File: config.mk
export PLATFORM = sky130hd
export DESIGN_NAME = btn_conditioner
export DESIGN_NICKNAME = d
export VERILOG_FILES = /design/src/rtl/btn_conditioner_pkg.sv /design/src/rtl/btn_conditioner_debounce_channel.sv /design/src/rtl/btn_conditioner.sv
export SDC_FILE = /design/constraint.sdc
export NUM_CORES = 1
export LEC_CHECK = 0
export ABC_CLOCK_PERIOD_IN_PS = 1700
export BUFFER_PORTS_ARGS = -buffer_cell sky130_fd_sc_hd__buf_2
export CAP_MARGIN = 20
export CORE_MARGIN = 2
export CORE_UTILIZATION = 54
export CTS_CLUSTER_SIZE = 24
export DETAILED_ROUTE_END_ITERATION = 6
export PLACE_DENSITY = 0.79
export SETUP_SLACK_MARGIN = 0.4
export SLEW_MARGIN = 25
export SYNTH_ARGS = -nofsm -noshare
export SYNTH_HDL_FRONTEND = slang
export SYNTH_SLANG_ARGS = --single-unit
File: constraint.sdc
create_clock -name clk -period 1.7 [get_ports clk]
set_clock_uncertainty 0.15 [all_clocks]
set_input_delay 0 -clock clk [delete_from_list [all_inputs] [get_ports clk]]
set_output_delay 0 -clock clk [all_outputs]
set_load 0.005 [all_outputs]
File: src/rtl/btn_conditioner_pkg.sv
// Shared types and constants for the button conditioner: FSM encoding and debounce defaults.
package btn_conditioner_pkg;

  typedef enum logic [1:0] {
    S_LOW     = 2'd0,
    S_WAIT_HI = 2'd1,
    S_HIGH    = 2'd2,
    S_WAIT_LO = 2'd3
  } btn_state_e;

  localparam int DB_CYCLES_DEFAULT = 500000;
  localparam int DB_CYCLES_SIM     = 4;

endpackage

File: src/rtl/btn_conditioner_debounce_channel.sv
// One input channel: 2-FF synchronizer, debounce FSM with stability counter,
// registered level plus press/release pulses and a press-toggled latch.
module debounce_channel
  import btn_conditioner_pkg::*;
#(
  parameter int DB_CYCLES = DB_CYCLES_DEFAULT
) (
  input  logic clk,
  input  logic rst,
  input  logic raw,
  output logic level,
  output logic press,
  output logic release_p,
  output logic toggle
);

  localparam int CNT_W = $clog2(DB_CYCLES + 1);
  localparam logic [CNT_W-1:0] CNT_LAST = CNT_W'(DB_CYCLES - 1);
  localparam logic [CNT_W-1:0] CNT_ONE  = CNT_W'(1);

  logic             r_s1, r_s2;
  btn_state_e       r_state, w_state_nxt;
  logic [CNT_W-1:0] r_cnt, w_cnt_nxt;
  logic             r_level, w_level_nxt;
  logic             r_press, w_press_nxt;
  logic             r_release, w_release_nxt;
  logic             r_toggle, w_toggle_nxt;

  always_ff @(posedge clk) begin
    if (!rst) begin
      r_s1      <= 1'b0;
      r_s2      <= 1'b0;
      r_state   <= S_LOW;
      r_cnt     <= '0;
      r_level   <= 1'b0;
      r_press   <= 1'b0;
      r_release <= 1'b0;
      r_toggle  <= 1'b0;
    end else begin
      r_s1      <= raw;
      r_s2      <= r_s1;
      r_state   <= w_state_nxt;
      r_cnt     <= w_cnt_nxt;
      r_level   <= w_level_nxt;
      r_press   <= w_press_nxt;
      r_release <= w_release_nxt;
      r_toggle  <= w_toggle_nxt;
    end
  end

  // Counter holds the number of consecutive s2 samples at the candidate level.
  always_comb begin
    w_state_nxt   = r_state;
    w_cnt_nxt     = r_cnt;
    w_level_nxt   = r_level;
    w_press_nxt   = 1'b0;
    w_release_nxt = 1'b0;
    w_toggle_nxt  = r_toggle;
    case (r_state)
      S_LOW: begin
        if (r_s2) begin
          w_state_nxt = S_WAIT_HI;
          w_cnt_nxt   = CNT_ONE;
        end else begin
          w_cnt_nxt   = '0;
        end
      end
      S_WAIT_HI: begin
        if (!r_s2) begin
          w_state_nxt = S_LOW;
          w_cnt_nxt   = '0;
        end else if (r_cnt == CNT_LAST) begin
          w_state_nxt  = S_HIGH;
          w_cnt_nxt    = '0;
          w_level_nxt  = 1'b1;
          w_press_nxt  = 1'b1;
          w_toggle_nxt = ~r_toggle;
        end else begin
          w_cnt_nxt = r_cnt + CNT_ONE;
        end
      end
      S_HIGH: begin
        if (!r_s2) begin
          w_state_nxt = S_WAIT_LO;
          w_cnt_nxt   = CNT_ONE;
        end else begin
          w_cnt_nxt   = '0;
        end
      end
      S_WAIT_LO: begin
        if (r_s2) begin
          w_state_nxt = S_HIGH;
          w_cnt_nxt   = '0;
        end else if (r_cnt == CNT_LAST) begin
          w_state_nxt   = S_LOW;
          w_cnt_nxt     = '0;
          w_level_nxt   = 1'b0;
          w_release_nxt = 1'b1;
        end else begin
          w_cnt_nxt = r_cnt + CNT_ONE;
        end
      end
      default: begin
        w_state_nxt = S_LOW;
        w_cnt_nxt   = '0;
      end
    endcase
  end

  assign level     = r_level;
  assign press     = r_press;
  assign release_p = r_release;
  assign toggle    = r_toggle;

endmodule

File: src/rtl/btn_conditioner.sv
// Array of independent debounce channels for the raw button/switch inputs.
module btn_conditioner
  import btn_conditioner_pkg::*;
#(
  parameter int N_BTN     = 2,
  parameter int DB_CYCLES = DB_CYCLES_DEFAULT
) (
  input  logic             clk,
  input  logic             rst,
  input  logic [N_BTN-1:0] btn_raw,
  output logic [N_BTN-1:0] btn_level,
  output logic [N_BTN-1:0] btn_press,
  output logic [N_BTN-1:0] btn_release,
  output logic [N_BTN-1:0] btn_toggle
);

  for (genvar g = 0; g < N_BTN; g++) begin : g_ch
    debounce_channel #(
      .DB_CYCLES(DB_CYCLES)
    ) u_ch (
      .clk      (clk),
      .rst      (rst),
      .raw      (btn_raw[g]),
      .level    (btn_level[g]),
      .press    (btn_press[g]),
      .release_p(btn_release[g]),
      .toggle   (btn_toggle[g])
    );
  end

endmodule

---- Word-level counts from Yosys, hierarchy flattened ----
Index checks and enable logic that the tools add are counted.
storage, ports and cells
  register bits ........................... 54
  latch bits .............................. 0
  RAM bits ................................ 0
  memory bits (read-only) ................. 0
  logic and storage cells ................. 99
  memories ................................ 0
operators by class
  add/subtract/negate cells ............... 2
  $mul .................................... 0
  divide/modulo/power cells ............... 0
  order comparisons ....................... 0
  equality and inequality tests ........... 24
  shifts and indexed selects .............. 0
  muxes and demuxes ....................... 38
  bitwise operators ....................... 5
  reduce and logical (&&, ||, !) cells .... 14
operators with widths
  kind                     count
  $pmux W19 S4             2
  $mux W19                 6
  $add A19 B1 Y19 const B  2
  $eq A19 B19 Y1 const B   2
  $mux W2                  12
  $ne A2 B1 Y1 const B     8
  $pmux W2 S4              2
  $mux W1                  14
  $reduce_and A3 Y1        4
  $reduce_and A5 Y1        2
  $eq A2 B2 Y1 const B     4
  $ne A2 B2 Y1 const B     4
  $reduce_and A4 Y1        2
  $ne A3 B1 Y1 const B     2
  $ne A3 B3 Y1 const B     2
  $reduce_or A3 Y1         2
  $not A1 Y1               5
  $eq A2 B1 Y1 const B     2
  $logic_not A2 Y1         2
  $pmux W1 S2              2
  $reduce_bool A2 Y1       2

---- Longest topological paths before layout ----
  depth in word-level cells ............... 4
  mapped depth ............................ 8
  depth with buffers taken out ............ 5

---- Modules after synthesis ----
From an unflattened synthesis, not the netlist that was laid out.
unflattened totals
  cells, all modules ...................... 270
  area total of the unflattened synthesis .. 2406.1 um2
modules (own cells, without submodules)
  module                            instances  cells each  area each (um2)
  debounce_channel at g_ch[0].u_ch  1          135         1226.2
  debounce_channel at g_ch[1].u_ch  1          135         1179.9

---- Worst setup path before layout ----
OpenSTA, ideal clock, no wires.
  kind .................................... flip-flop to flip-flop
  start ................................... reg g_ch[1].u_ch.r_cnt[0]
  end ..................................... reg g_ch[1].u_ch.r_toggle
  setup time .............................. 0.070 ns
  data arrival time ....................... 1.662 ns
  required time ........................... 1.480 ns
  slack ................................... -0.182 ns
  stages on the path, launching flop included .. 7
  path buffers ............................ 1
  period minus slack after synthesis ...... 1.882 ns
  cell sequence ........................... dfxtp_1 ha_1 and4_2 buf_2 nand4_1 or4_1 a21oi_1
between the ends
  word-level cells in the longest chain between the ends .. 2
RTL lines
  item                         RTL line                                RTL
  start: declaration           btn_conditioner_debounce_channel.sv:23  logic [CNT_W-1:0] r_cnt, w_cnt_nxt;
  start signal: assignment     btn_conditioner_debounce_channel.sv:43  r_cnt <= w_cnt_nxt;
  $eq A19 B19 Y1               btn_conditioner_debounce_channel.sv:72  end else if (r_cnt == CNT_LAST) begin
  $reduce_and A3 Y1 (no line)  --
  end signal: assignment       btn_conditioner_debounce_channel.sv:47  r_toggle <= w_toggle_nxt;
  end: declaration             btn_conditioner_debounce_channel.sv:27  logic r_toggle, w_toggle_nxt;
No other way between the ends.
A chain may end at the register's enable or synchronous reset.

---- Worst setup path after layout ----
  start ................................... reg g_ch[0].u_ch.r_cnt[9]
  end ..................................... reg g_ch[0].u_ch.r_cnt[17]
between the ends
  word-level cells in the longest chain between the ends .. 4
  elaborated cells on any way between the ends .. 6
  classes of those cells .................. add/sub (1); eq/ne (1); mux (4)
RTL lines
  item                                                      RTL line                                                                        RTL
  start: declaration                                        btn_conditioner_debounce_channel.sv:23
  start signal: assignment                                  btn_conditioner_debounce_channel.sv:43
  $add A19 B1 Y19 / $eq A19 B19 Y1 (equally long branches)  --
  $mux W19 (*)                                              btn_conditioner_debounce_channel.sv:72, btn_conditioner_debounce_channel.sv:94
  $mux W19 (on tied branches)                               btn_conditioner_debounce_channel.sv:91, btn_conditioner_debounce_channel.sv:69
  $pmux W19 S4 (*)                                          btn_conditioner_debounce_channel.sv:59                                          case (r_state)
Every way passes the cells marked *; elsewhere a longest branch is shown, timed or not.

==> results.txt <==
Fmax achieved: 0.522 GHz
clk_lat worst skew: 0.34 ns
DR iter-0 viols: 516
Final Max Tran Viols: 0
commonest non-fill, non-tap cells in the layout: buf_4, dfxtp_1, nor2_4, buf_6, nand4_1
failing checks: setup timing
worst endpoint required time: 1.81 ns
initial antenna violation count: 0
ANT nets after route: 0
crit path kind: reg -> reg
Netlist Area Pre-Place: 2420 um^2
Vias: 2,888
CP max FO: 4
Slew @ Worst Pin: 0.511 ns
area of the core: 4320 um^2
CTS Buf Count: 5
Synth area leaders: dfxtp_1, nor2_1, xor2_1, xnor2_1, nand3_1
H-tree Lvls: 2
# port buffers: 11
number of global-route vias before repair: 2,499
Initial Util: 0.559
Setup TNS Final: -2.94 ns
top cell type's share of synthesized area: 0.447
worst vdd ir: 0.494 mV
fin crit share: 1.13
worst hold path class: reg -> reg
Cells after Synth: 277
largest area contributor in the netlist: dfxtp_1
hold wc startpoint: g_ch[0].u_ch.r_s1
minimum clock period: 1.92 ns
GPL Wtd Cong: 0.812
share of cells above drive strength 1: 0.590
Layout area overhead: 60.9%
Final setup viols: 31
chip height: 70.9 um
sequential share of the synthesized area: 0.447
Syn Area/Cell: 8.73 um^2
Rows: 24
Final WS setup: -0.218 ns
Netlist cell types: 35
first-pass GRT wire length: 12.3 mm
CTS root buf: clkbuf_8
synth warn: 0
largest net degree at the start of global routing: 18
flop-to-flop setup slack: -0.22 ns
most common cell after layout, fill and taps aside: buf_4
via/cell ratio: 6.99
Final nets: 366
CTS tree: yes
Leak: 0.00137 uW
Synth Register Bits: 54
RR Endpoint: g_ch[0].u_ch.r_cnt[17]
# fillers: 146
Worst Setup Slack post-DPL: -0.128 ns
CTS Sinks: 54
GR Util All Layers: 0.310
wire per inst: 27.5 um
die width: 70.9 um
Fin. Hold Viols: 0
DRC: 0
worst hold path cell count: 1
Worst-path clk slew: 0.12 ns
Startpoint Class: flip-flop
# IOs: 12
detailed placement HPWL: 3.79 mm
Hold Path Sink: g_ch[0].u_ch.r_s2
die footprint: 5030 um^2
RSZ-0062 raised after global routing: true
Critical Path AT: 2.03 ns
outcome: finished with violations
DR pass1 iterations: 6
length in cells of the worst reg-to-reg path: 4
Reg2Reg Launch Point: g_ch[0].u_ch.r_cnt[9]
Max-Cap Viols: 0
antenna cells: 0
Crit. End Element: flip-flop
Pwr Density: 572 nW/um^2
synthesized net count: 283
max_slew headroom: 0.656
Overflow after GRT: 0
clock tree buffer depth: 2
Detailed Route WL: 11.4 mm
[critical path, stage by stage (launching register included)]
cell	delay (ns)
dfxtp_4	0.42
and4_4	0.23
nand4_1	0.27
or4_4	0.62
a21oi_2	0.13
[state kept, by name, indices dropped and copies added, names as in the netlist, named ones only]
register	count
g_ch.u_ch.r_s1	2
g_ch.u_ch.press	2
g_ch.u_ch.toggle	2
g_ch.u_ch.r_cnt	38
g_ch.u_ch.r_state	2
g_ch.u_ch.release_p	2
g_ch.u_ch.level	2
g_ch.u_ch.r_s2	2
[area by class of cell]
| class | instances | area (um^2) | area share |
|---|---|---|---|
| clock buffer | 8 | 110 | 0.0283 |
| inverter | 7 | 26.3 | 0.00675 |
| multi-input combinational | 200 | 1770 | 0.455 |
| sequential | 54 | 1130 | 0.291 |
| tap | 52 | 65.1 | 0.0167 |
| timing repair buffer | 92 | 786 | 0.202 |
[worst max-delay path by stage]
| stage | startpoint | end | cells past startpoint |
|---|---|---|---|
| after floorplan | g_ch[1].u_ch.r_cnt[1] | g_ch[1].u_ch.toggle | 6 |
| after global placement | g_ch[1].u_ch.r_cnt[5] | g_ch[1].u_ch.toggle | 4 |
| after detailed placement | g_ch[1].u_ch.r_cnt[5] | g_ch[1].u_ch.toggle | 4 |
| after CTS | g_ch[1].u_ch.r_cnt[5] | g_ch[1].u_ch.toggle | 4 |
| after global routing | g_ch[0].u_ch.r_cnt[9] | g_ch[0].u_ch.r_cnt[17] | 5 |
| final | g_ch[0].u_ch.r_cnt[9] | g_ch[0].u_ch.r_cnt[17] | 4 |
[kinds of logic (layout without fill, tap and decap cells)]
| kind of cell | after synthesis | after routing | share of synthesized area |
|---|---|---|---|
| flops | 54 | 54 | 0.447 |
| fa+ha+maj | 2 | 2 | 0.0103 |
| xor+xnor | 25 | 25 | 0.0905 |
| compound gates | 41 | 43 | 0.0993 |
| simple gates | 130 | 130 | 0.294 |
| buf+inv | 25 | 107 | 0.0585 |
[report_power, final]
group / switching [uW] / total [uW] / internal [uW] / leakage, uW
registers: 13.0 / 1270 / 1260 / 0.000450
clock network: 472 / 885 / 413 / 0.0000575
logic: 34.8 / 67.2 / 32.4 / 0.000866
total: 519 / 2230 / 1710 / 0.00137
[stage by stage]
step	hold WS (ns)	total power [uW]	instance area, um^2	std cells	utilization
final	0.324	2230	3890	413	0.900
after CTS	0.304	2160	3370	397	0.780
after global placement	0.0584	1350	2860	364	0.661
after floorplan	-0.0227	1340	2570	277	-
after detailed placement	0.0585	1350	2860	364	0.661
after global routing	0.342	2260	3890	413	0.900
[Yosys cell counts]
| cell | instances |
|---|---|
| a211oi_1 | 1 |
| buf_4 | 8 |
| xnor2_1 | 12 |
| nor2_1 | 34 |
| and3_2 | 1 |
| and3_1 | 8 |
| nor3_1 | 4 |
| a21oi_1 | 14 |
| buf_2 | 8 |
| buf_6 | 1 |
| o211ai_1 | 2 |
| o31ai_1 | 6 |
| nor4b_1 | 2 |
| and4_1 | 6 |
| xor2_1 | 13 |
| ha_1 | 2 |
| a31o_2 | 1 |
| and2_1 | 6 |
| or4_1 | 6 |
| a21o_2 | 1 |
| clkbuf_1 | 1 |
| and4_2 | 1 |
| o21ai_0 | 13 |
| nand2_1 | 13 |
| nand3_2 | 1 |
| nand3_1 | 18 |
| nand4_1 | 13 |
| a31oi_1 | 2 |
| dfxtp_1 | 54 |
| nor4bb_1 | 2 |
| or3_1 | 6 |
| inv_1 | 7 |
| nor4_1 | 4 |
| a21o_1 | 1 |
| nor2b_1 | 5 |
[layer usage]
| metal | part of all wire | vias up | global-route usage | wire length [um] |
|---|---|---|---|---|
| met5 | 0 | - | 0 | 0 |
| met4 | 0.081 | 0 | 0.122 | 922 |
| met3 | 0.13 | 102 | 0.0655 | 1480 |
| met2 | 0.42 | 304 | 0.503 | 4840 |
| met1 | 0.36 | 1327 | 0.405 | 4140 |
| li1 | - | 1155 | - | - |
[repair_timing]
item,CTS,global route
hold buffers,6,0
gates resized for setup,51,99
setup buffers,17,14
hold endpoints to repair,11,0
gates cloned,2,2
pin swaps,29,48
endpoints found under the setup margin,49,50
No activity file was read; power rests on OpenSTA's default activity.
